**src/rtl/dsp_mac_seq.sv**
```systemverilog
// Dot-product sequencer for an external MAC slice: clears the slice, streams operands and captures P.
// Optional overflow tracking is built when DSP_MAC_SEQ_OVF_EN is defined.
module dsp_mac_seq #(
   parameter int unsigned LEN_W   = 8,
   parameter int unsigned OPM_DLY = 1,
   parameter int unsigned LAT     = 3
) (
   input  logic             clk,
   input  logic             rst_n,
   input  logic             start,
   input  logic [LEN_W-1:0] len,
   input  logic             in_valid,
   output logic             in_ready,
   input  logic [17:0]      in_a,
   input  logic [17:0]      in_b,
   output logic [17:0]      dsp_a,
   output logic [17:0]      dsp_b,
   output logic [7:0]       dsp_opmode,
   output logic             dsp_rst,
   input  logic [47:0]      dsp_p,
   output logic [47:0]      res,
   output logic             res_valid,
   input  logic             res_ready,
`ifdef DSP_MAC_SEQ_OVF_EN
   output logic             busy,
   input  logic             dsp_carryout,
   output logic             ovf
`else
   output logic             busy
`endif
);

   localparam int unsigned DW = (LAT > 1) ? $clog2(LAT) : 1;

   localparam logic [7:0] OpFirst = 8'h01;
   localparam logic [7:0] OpAcc   = 8'h09;
   localparam logic [7:0] OpHold  = 8'h08;

   typedef enum logic [2:0] {StIdle, StClr, StRun, StDrain, StDone} state_e;

   state_e           state_q, state_d;
   logic [LEN_W-1:0] len_q;
   logic [LEN_W-1:0] cnt_q;
   logic [DW-1:0]    drain_cnt_q;
   logic             xfer;
   logic             last_elem;
   logic             drain_last;
   logic             start_acc;
   logic [7:0]       op_src;

   assign xfer       = in_valid && in_ready;
   assign last_elem  = ((cnt_q + LEN_W'(1)) == len_q);
   assign drain_last = (drain_cnt_q == DW'(LAT - 1));
   assign start_acc  = (state_q == StIdle) && start;

   always_ff @(posedge clk or negedge rst_n) begin
      if (!rst_n) begin
         state_q <= StIdle;
      end else begin
         state_q <= state_d;
      end
   end

   always_comb begin
      state_d = state_q;
      case (state_q)
         StIdle:  if (start) state_d = (len == '0) ? StDone : StClr;
         StClr:   state_d = StRun;
         StRun:   if (xfer && last_elem) state_d = StDrain;
         StDrain: if (drain_last) state_d = StDone;
         StDone:  if (res_ready) state_d = StIdle;
         default: state_d = StIdle;
      endcase
   end

   // The last OPM_DLY drain slots issue hold so dsp_opmode already reads hold in DONE;
   // their operands are zero, so the sum is unaffected.
   always_comb begin
      in_ready  = 1'b0;
      busy      = 1'b1;
      res_valid = 1'b0;
      op_src    = OpHold;
      case (state_q)
         StIdle:  busy = 1'b0;
         StRun: begin
            in_ready = (cnt_q != len_q);
            op_src   = (xfer && (cnt_q == '0)) ? OpFirst : OpAcc;
         end
         StDrain: op_src = (32'(drain_cnt_q) + OPM_DLY < LAT) ? OpAcc : OpHold;
         StDone:  res_valid = 1'b1;
         default: ;
      endcase
   end

   always_ff @(posedge clk or negedge rst_n) begin
      if (!rst_n) begin
         len_q       <= '0;
         cnt_q       <= '0;
         drain_cnt_q <= '0;
         dsp_a       <= '0;
         dsp_b       <= '0;
         dsp_rst     <= 1'b1;
         res         <= '0;
      end else begin
         dsp_rst     <= (state_d == StClr);
         dsp_a       <= xfer ? in_a : '0;
         dsp_b       <= xfer ? in_b : '0;
         drain_cnt_q <= (state_q == StDrain) ? drain_cnt_q + DW'(1) : '0;
         if (start_acc) begin
            len_q <= len;
            cnt_q <= '0;
         end else if (xfer) begin
            cnt_q <= cnt_q + LEN_W'(1);
         end
         if (start_acc && (len == '0)) begin
            res <= '0;
         end else if ((state_q == StDrain) && drain_last) begin
            res <= dsp_p;
         end
      end
   end

   generate
      if (OPM_DLY == 0) begin : g_opm_comb
         assign dsp_opmode = op_src;
      end else begin : g_opm_pipe
         logic [7:0] opm_q [OPM_DLY];
         always_ff @(posedge clk or negedge rst_n) begin
            if (!rst_n) begin
               for (int i = 0; i < OPM_DLY; i++) opm_q[i] <= OpHold;
            end else begin
               opm_q[0] <= op_src;
               for (int i = 1; i < OPM_DLY; i++) opm_q[i] <= opm_q[i-1];
            end
         end
         assign dsp_opmode = opm_q[OPM_DLY-1];
      end
   endgenerate

`ifdef DSP_MAC_SEQ_OVF_EN
   // A zero-length run never visits CLR, so its accept clears the flag too.
   logic ovf_q;
   always_ff @(posedge clk or negedge rst_n) begin
      if (!rst_n) begin
         ovf_q <= 1'b0;
      end else if ((state_q == StClr) || start_acc) begin
         ovf_q <= 1'b0;
      end else if (((state_q == StRun) || (state_q == StDrain)) && dsp_carryout) begin
         ovf_q <= 1'b1;
      end
   end
   assign ovf = ovf_q;
`endif

endmodule
```
**config.mk**
```make
export PLATFORM = sky130hd
export DESIGN_NAME = dsp_mac_seq
export DESIGN_NICKNAME = d
export VERILOG_FILES = /design/src/rtl/dsp_mac_seq.sv
export SDC_FILE = /design/constraint.sdc
export NUM_CORES = 1
export LEC_CHECK = 0
export CAP_MARGIN = 0
export CORE_ASPECT_RATIO = 1.4
export CORE_MARGIN = 10
export CORE_UTILIZATION = 48
export CTS_BUF_LIST = sky130_fd_sc_hd__clkbuf_2
export CTS_CLUSTER_DIAMETER = 50
export CTS_CLUSTER_SIZE = 24
export DETAILED_ROUTE_END_ITERATION = 16
export PLACE_DENSITY_LB_ADDON = 0.25
export SKIP_LAST_GASP = 1
export SLEW_MARGIN = 20
export SYNTH_ARGS = -nofsm -noshare
export SYNTH_HDL_FRONTEND = slang
export SYNTH_SLANG_ARGS = --single-unit
```
**constraint.sdc**
```tcl
create_clock -name clk -period 4.6 [get_ports clk]
set_input_delay 0.92 -clock clk [delete_from_list [all_inputs] [get_ports clk]]
set_output_delay 0.92 -clock clk [all_outputs]
set_load 0.005 [all_outputs]
```
======== Word level (Yosys, flattened, before mapping) ========
Cells that the tools add are included.
operators by class
  add/sub/neg operators ................... 3
  order comparisons ....................... 1
  equality and inequality tests ........... 8
  multiplexer cells ....................... 19
  reductions and logical operators ........ 11
operators by type and width
  cell                                                                          number
  48-bit 2-to-1 mux                                                             2
  18-bit 2-to-1 mux                                                             2
  8-bit logical NOT                                                             2
  8-bit 2-to-1 mux                                                              2
  3-bit 2-to-1 mux                                                              5
  3-bit one-hot mux with 5 select lines                                         1
  8-bit by 1-bit adder with 8-bit output, second input constant                 1
  8-bit == test                                                                 1
  8-bit != test                                                                 1
  4-bit one-hot mux with 2 select lines                                         1
  3-bit by 1-bit == test with 1-bit output, second input constant               2
  3-bit by 2-bit == test with 1-bit output, second input constant               2
  1-bit logical AND                                                             6
  1-bit 2-to-1 mux                                                              4
  4-bit 2-to-1 mux                                                              1
  2-bit nonzero test                                                            2
  2-bit by 1-bit adder with 3-bit output, second input constant                 1
  3-bit == test, second input constant                                          1
  3-bit logical NOT                                                             1
  3-bit by 2-bit less-than comparator with 1-bit output, second input constant  1
  2-bit by 1-bit adder with 2-bit output, second input constant                 1
  2-bit == test, second input constant                                          1
  2-bit 2-to-1 mux                                                              1
word-level totals
  flip-flop bits (word level) ............. 114
  input port bits ......................... 97
  output and inout port bits .............. 96
  logic and storage cells ................. 51

======== Depth between registers and ports, before layout ========
  depth in word-level cells ............... 7
  mapped depth ............................ 8
  depth with buffers taken out ............ 6

======== Worst setup path before layout ========
OpenSTA, ideal clock, no wires.
  kind .................................... register -> output
  start point ............................. register cnt_q[6]
  end point ............................... output port in_ready
  data arrival time ....................... 1.405 ns
  required time ........................... 3.680 ns
  slack ................................... 2.275 ns
  stages on the path, launching flop included .. 7
  path through ............................ dfrtp_1 > buf_6 > or2_4 > a2111o_1 > buf_6 > nor2_1 > nor3_1
on the way
  word-level cells in the longest chain between the ends .. 2
RTL lines
  item                      line  RTL
  start: declaration        43    logic [LEN_W-1:0] cnt_q;
  start signal: assignment  113   cnt_q <= cnt_q + LEN_W'(1);
  8-bit != test             86    in_ready = (cnt_q != len_q);
  1-bit 2-to-1 mux          83    case (state_q)
  end: declaration          13    output logic in_ready,
Every way passes these cells.

======== Final worst setup path ========
  start point ............................. register cnt_q[5]
  end point ............................... output port in_ready
The elaborated chain is that of the path after synthesis.

==> summary.md <==
| Metric | Value |
|---|---|
| Number of sinks handled by clock tree synthesis | `108` |
| DR pass1 iterations | `4` |
| Setup slack on the worst flop-to-flop path | `just under 2 ns` |
| Via-to-Cell Ratio | `between 5 and 6` |
| Max-cap violations | `0` |
| Share of the core filled with cells in the final layout | `69.6%` |
| Endpoint class of the critical path | `output port` |
| Horizontal die dimension | `103 um` |
| Maximum number of pins on one net before global-route repair | `64` |
| TritonCTS clock tree | `yes` |
| Clock buffer depth | `2` |
| Routability Congestion | `0.830` |
| Initial core utilization | `about half` |
| Maximum clock skew at final layout | `0.0314 ns` |
| Count of state elements after synthesis | `about 110` |
| Tightest Hold Check Type | `input pin to async pin` |
| Multiplexer fraction of the synthesized cell area | `3.94%` |
| Number of endpoints with negative hold slack in the final report | `0` |
| Final wirelength | `approximately 13000 um` |
| Min Tclk post-route | `roughly 3.6 ns` |
| Number of top-level design ports | `between 150 and 200` |
| Pins Over Slew Limit | `0` |
| Maximum fanout count along the critical path | `10` |
| Antenna violations before repair | `0` |
| Layout Area Growth over Synthesis | `42.1%` |
| Master of the slowest instance on the critical path | `dfrtp_1` |
| HPWL reported at the end of detailed placement | `~10000 um` |
| CP required | `3.68 ns` |
| Portion of the post-synthesis area used by sequential elements | `just under 60%` |
| Netlist area before placement | `between 4000 and 5000 um2` |
| Post-Synth XOR/XNOR Area | `under 10%` |
| Largest family of logic cells by synthesized area | `simple AND/OR/NAND/NOR gates` |
| Number of global-route vias before repair | `roughly 3800` |
| Most used DFF post-synth | `dfrtp_1` |
| Actual transition at the worst max-transition pin | `a little over 1 ns` |
| Summed area of non-filler cells in the final layout | `between 6000 and 7000 um2` |
| Area share of fa/ha/maj cells after synthesis | `1.09%` |
| Maximum clock frequency | `between 200 and 300 MHz` |
| Share of final-layout standard cells stronger than drive strength 1 | `under 10%` |
| Final number of setup-violating endpoints | `0` |
| Final antenna-violating net count | `0` |
| Die height | `about 140 um` |
| Critical path's largest stage delay | `roughly 0.55 ns` |
| Number of library cell types mapped by synthesis | `54` |
| # H-tree levels | `3` |
| Worst ir drop on vdd | `0.000252 V` |
| First DRT Iteration DRCs | `about 120` |
| Post-route worst hold slack | `between 0.3 and 0.4 ns` |
| Depth of the worst register-to-register path | `5` |
| Standard-cell row count | `42` |
| Overall power | `3.29 mW` |
| CTS buffer count | `9` |
| Register clock-pin slew on the reported worst setup and hold paths | `0.27 ns` |
| Outcome | `finished clean` |
| Share of async-settable or async-resettable flops after synthesis | `100%` |
| Cell Chain, Critical Path | `xnor2_1 -> nand4_1 -> nor2_1 -> nor3_1 -> clkdlybuf4s50_1` |
| Area fraction in and, or, nand and nor cells after synthesis | `just under 20%` |
| Diode count | `0` |
| Data arrival at the endpoint of the critical path | `2.71 ns` |
| Count of instances resized after the clock tree is built | `0` |
| Post-synthesis cell count | `approximately 440` |
| Setup repair after global routing missed its margin | `false` |
| Number of port buffers | `about 190` |
| Relative slew slack | `30.8%` |
| Routed wirelength normalized by instance count | `around 19 um` |
| Post-placement cell area | `roughly 6400 um2` |
| Area of the placeable core | `9410 um2` |
| Top library cells by usage in the layout, fill and taps aside | `clkdlybuf4s50_1, dfrtp_1, nand2_1` |
| Count of flip-flops with a built-in enable after synthesis | `0` |
| CTS Root Buffer Type | `clkbuf_2` |
| Power per cell area | `about 500 nW/um2` |
| Number of hold buffers added after CTS | `0` |
| Most common cell after layout, fill and taps aside | `clkdlybuf4s50_1` |
| Vias | `3690` |
| All-Layer GR Usage | `about a fifth` |
| DIE AREA | `roughly 14000 um2` |
| Worst Setup Start Kind | `flip-flop` |
| Sum of overflow across all layers after global routing | `0` |
| Total negative slack for setup checks | `0 ns` |
| Leakage power summed over all cells | `between 2 and 3 nW` |
| Type of the worst setup path | `flip-flop to output port` |
| Count of yosys warnings during synthesis | `0` |
| Post-synthesis area per instance | `roughly 11 um2` |
| Clock network latency to the later pin of the worst-skew pair | `around 0.57 ns` |
| Share of the synthesized area in compound gates (AO/OA/AOI/OAI) | `under 10%` |
| Setup Fix Bufs, Post-CTS | `0` |
| Final net count | `approximately 700` |
| Final routed DRC violation total | `0` |
| Ratio of final minimum period to clock period | `between 70 and 80%` |
| Global-route wire length before repair | `20600 um` |
-- routing by layer --
| metal | GRT usage [%] | share of wire (%) |
|---|---|---|
| met5 | 0 | 0 |
| met4 | 7.44 | 1.5 |
| met3 | 5.64 | 10 |
| met2 | 32.9 | 52 |
| met1 | 21.0 | 36 |
-- stage by stage --
step	worst slack (ns)	instances
final	0.972	716
after CTS	0.943	716
after floorplan	2.28	440
after global routing	0.814	716
after detailed placement	1.18	702
after global placement	1.25	702
-- worst max-delay path, delay by kind of cell (launching register included) --
family | cells | cell delay (ns)
xor gates and xnor gates | 1 | 0.39
buffers and inverters | 1 | 0.46
DFF | 1 | 0.55
and+or+nand+nor | 3 | 0.74
-- worst paths after layout --
path | from | to
setup / recovery | cnt_q[5] | in_ready
hold / removal | rst_n | dsp_a[16]
setup reg to reg | state_q[2] | state_q[2]
hold reg to reg | drain_cnt_q[0] | drain_cnt_q[0]
max in group asynchronous | rst_n | cnt_q[0]
min in group clk | drain_cnt_q[0] | drain_cnt_q[0]
-- cells in the mapped netlist, types with 2 or more instances --
master | instances | share of area (%)
nand3_1 | 3 | 0.33
and2_1 | 26 | 3.5
inv_1 | 5 | 0.41
nand2b_1 | 5 | 0.68
nand4b_1 | 2 | 0.38
o211ai_1 | 6 | 0.98
and2_4 | 10 | 1.9
buf_6 | 3 | 0.73
and3_1 | 3 | 0.41
dfrtp_1 | 106 | 58
nor2_1 | 7 | 0.57
xor2_1 | 3 | 0.57
o21ai_0 | 4 | 0.43
xnor2_1 | 6 | 1.1
a211oi_1 | 2 | 0.33
a21oi_1 | 50 | 5.4
mux2_2 | 9 | 2.2
o2111a_1 | 2 | 0.49
and4_1 | 2 | 0.38
buf_1 | 2 | 0.16
buf_4 | 8 | 1.3
clkbuf_1 | 16 | 1.3
buf_2 | 7 | 0.76
nor3_1 | 2 | 0.22
dfstp_2 | 2 | 1.1
or4_1 | 2 | 0.33
mux2i_1 | 8 | 1.7
nand2_1 | 105 | 8.6
ha_1 | 4 | 1.1
-- sequential cells by signal (all words and copies together) (netlist names) --
name,count
cnt_q,8
drain_cnt_q,2
dsp_a,18
dsp_b,18
dsp_opmode,2
dsp_rst,1
len_q,8
res,48
state_q,3
-- cell families after synthesis --
group	Yosys count
AOI/OAI and AO/OA	74
xor gates and xnor gates	10
adders and majority gates	4
buffers and inverters	42
DFF	108
muxes	17
other	1
and+or+nand+nor	179
-- layout make-up --
cell class / instances / area, um2
Timing Repair Buffer: 189 / 1880
Clock inverter: 5 / 55.1
Tap cell: 110 / 138
Fill cell: 727 / 2860
Sequential cell: 108 / 2710
Inverter: 5 / 18.8
Clock buffer: 9 / 45.0
Multi-Input combinational cell: 290 / 1710
-- power breakdown --
part | total (mW) | internal [mW] | switching, mW
Sequential | 1.48 | 1.27 | 0.216
Combinational | 1.39 | 0.844 | 0.551
Clock | 0.411 | 0.118 | 0.294
Total | 3.29 | 2.23 | 1.06
No activity file was read; power rests on OpenSTA's default activity.
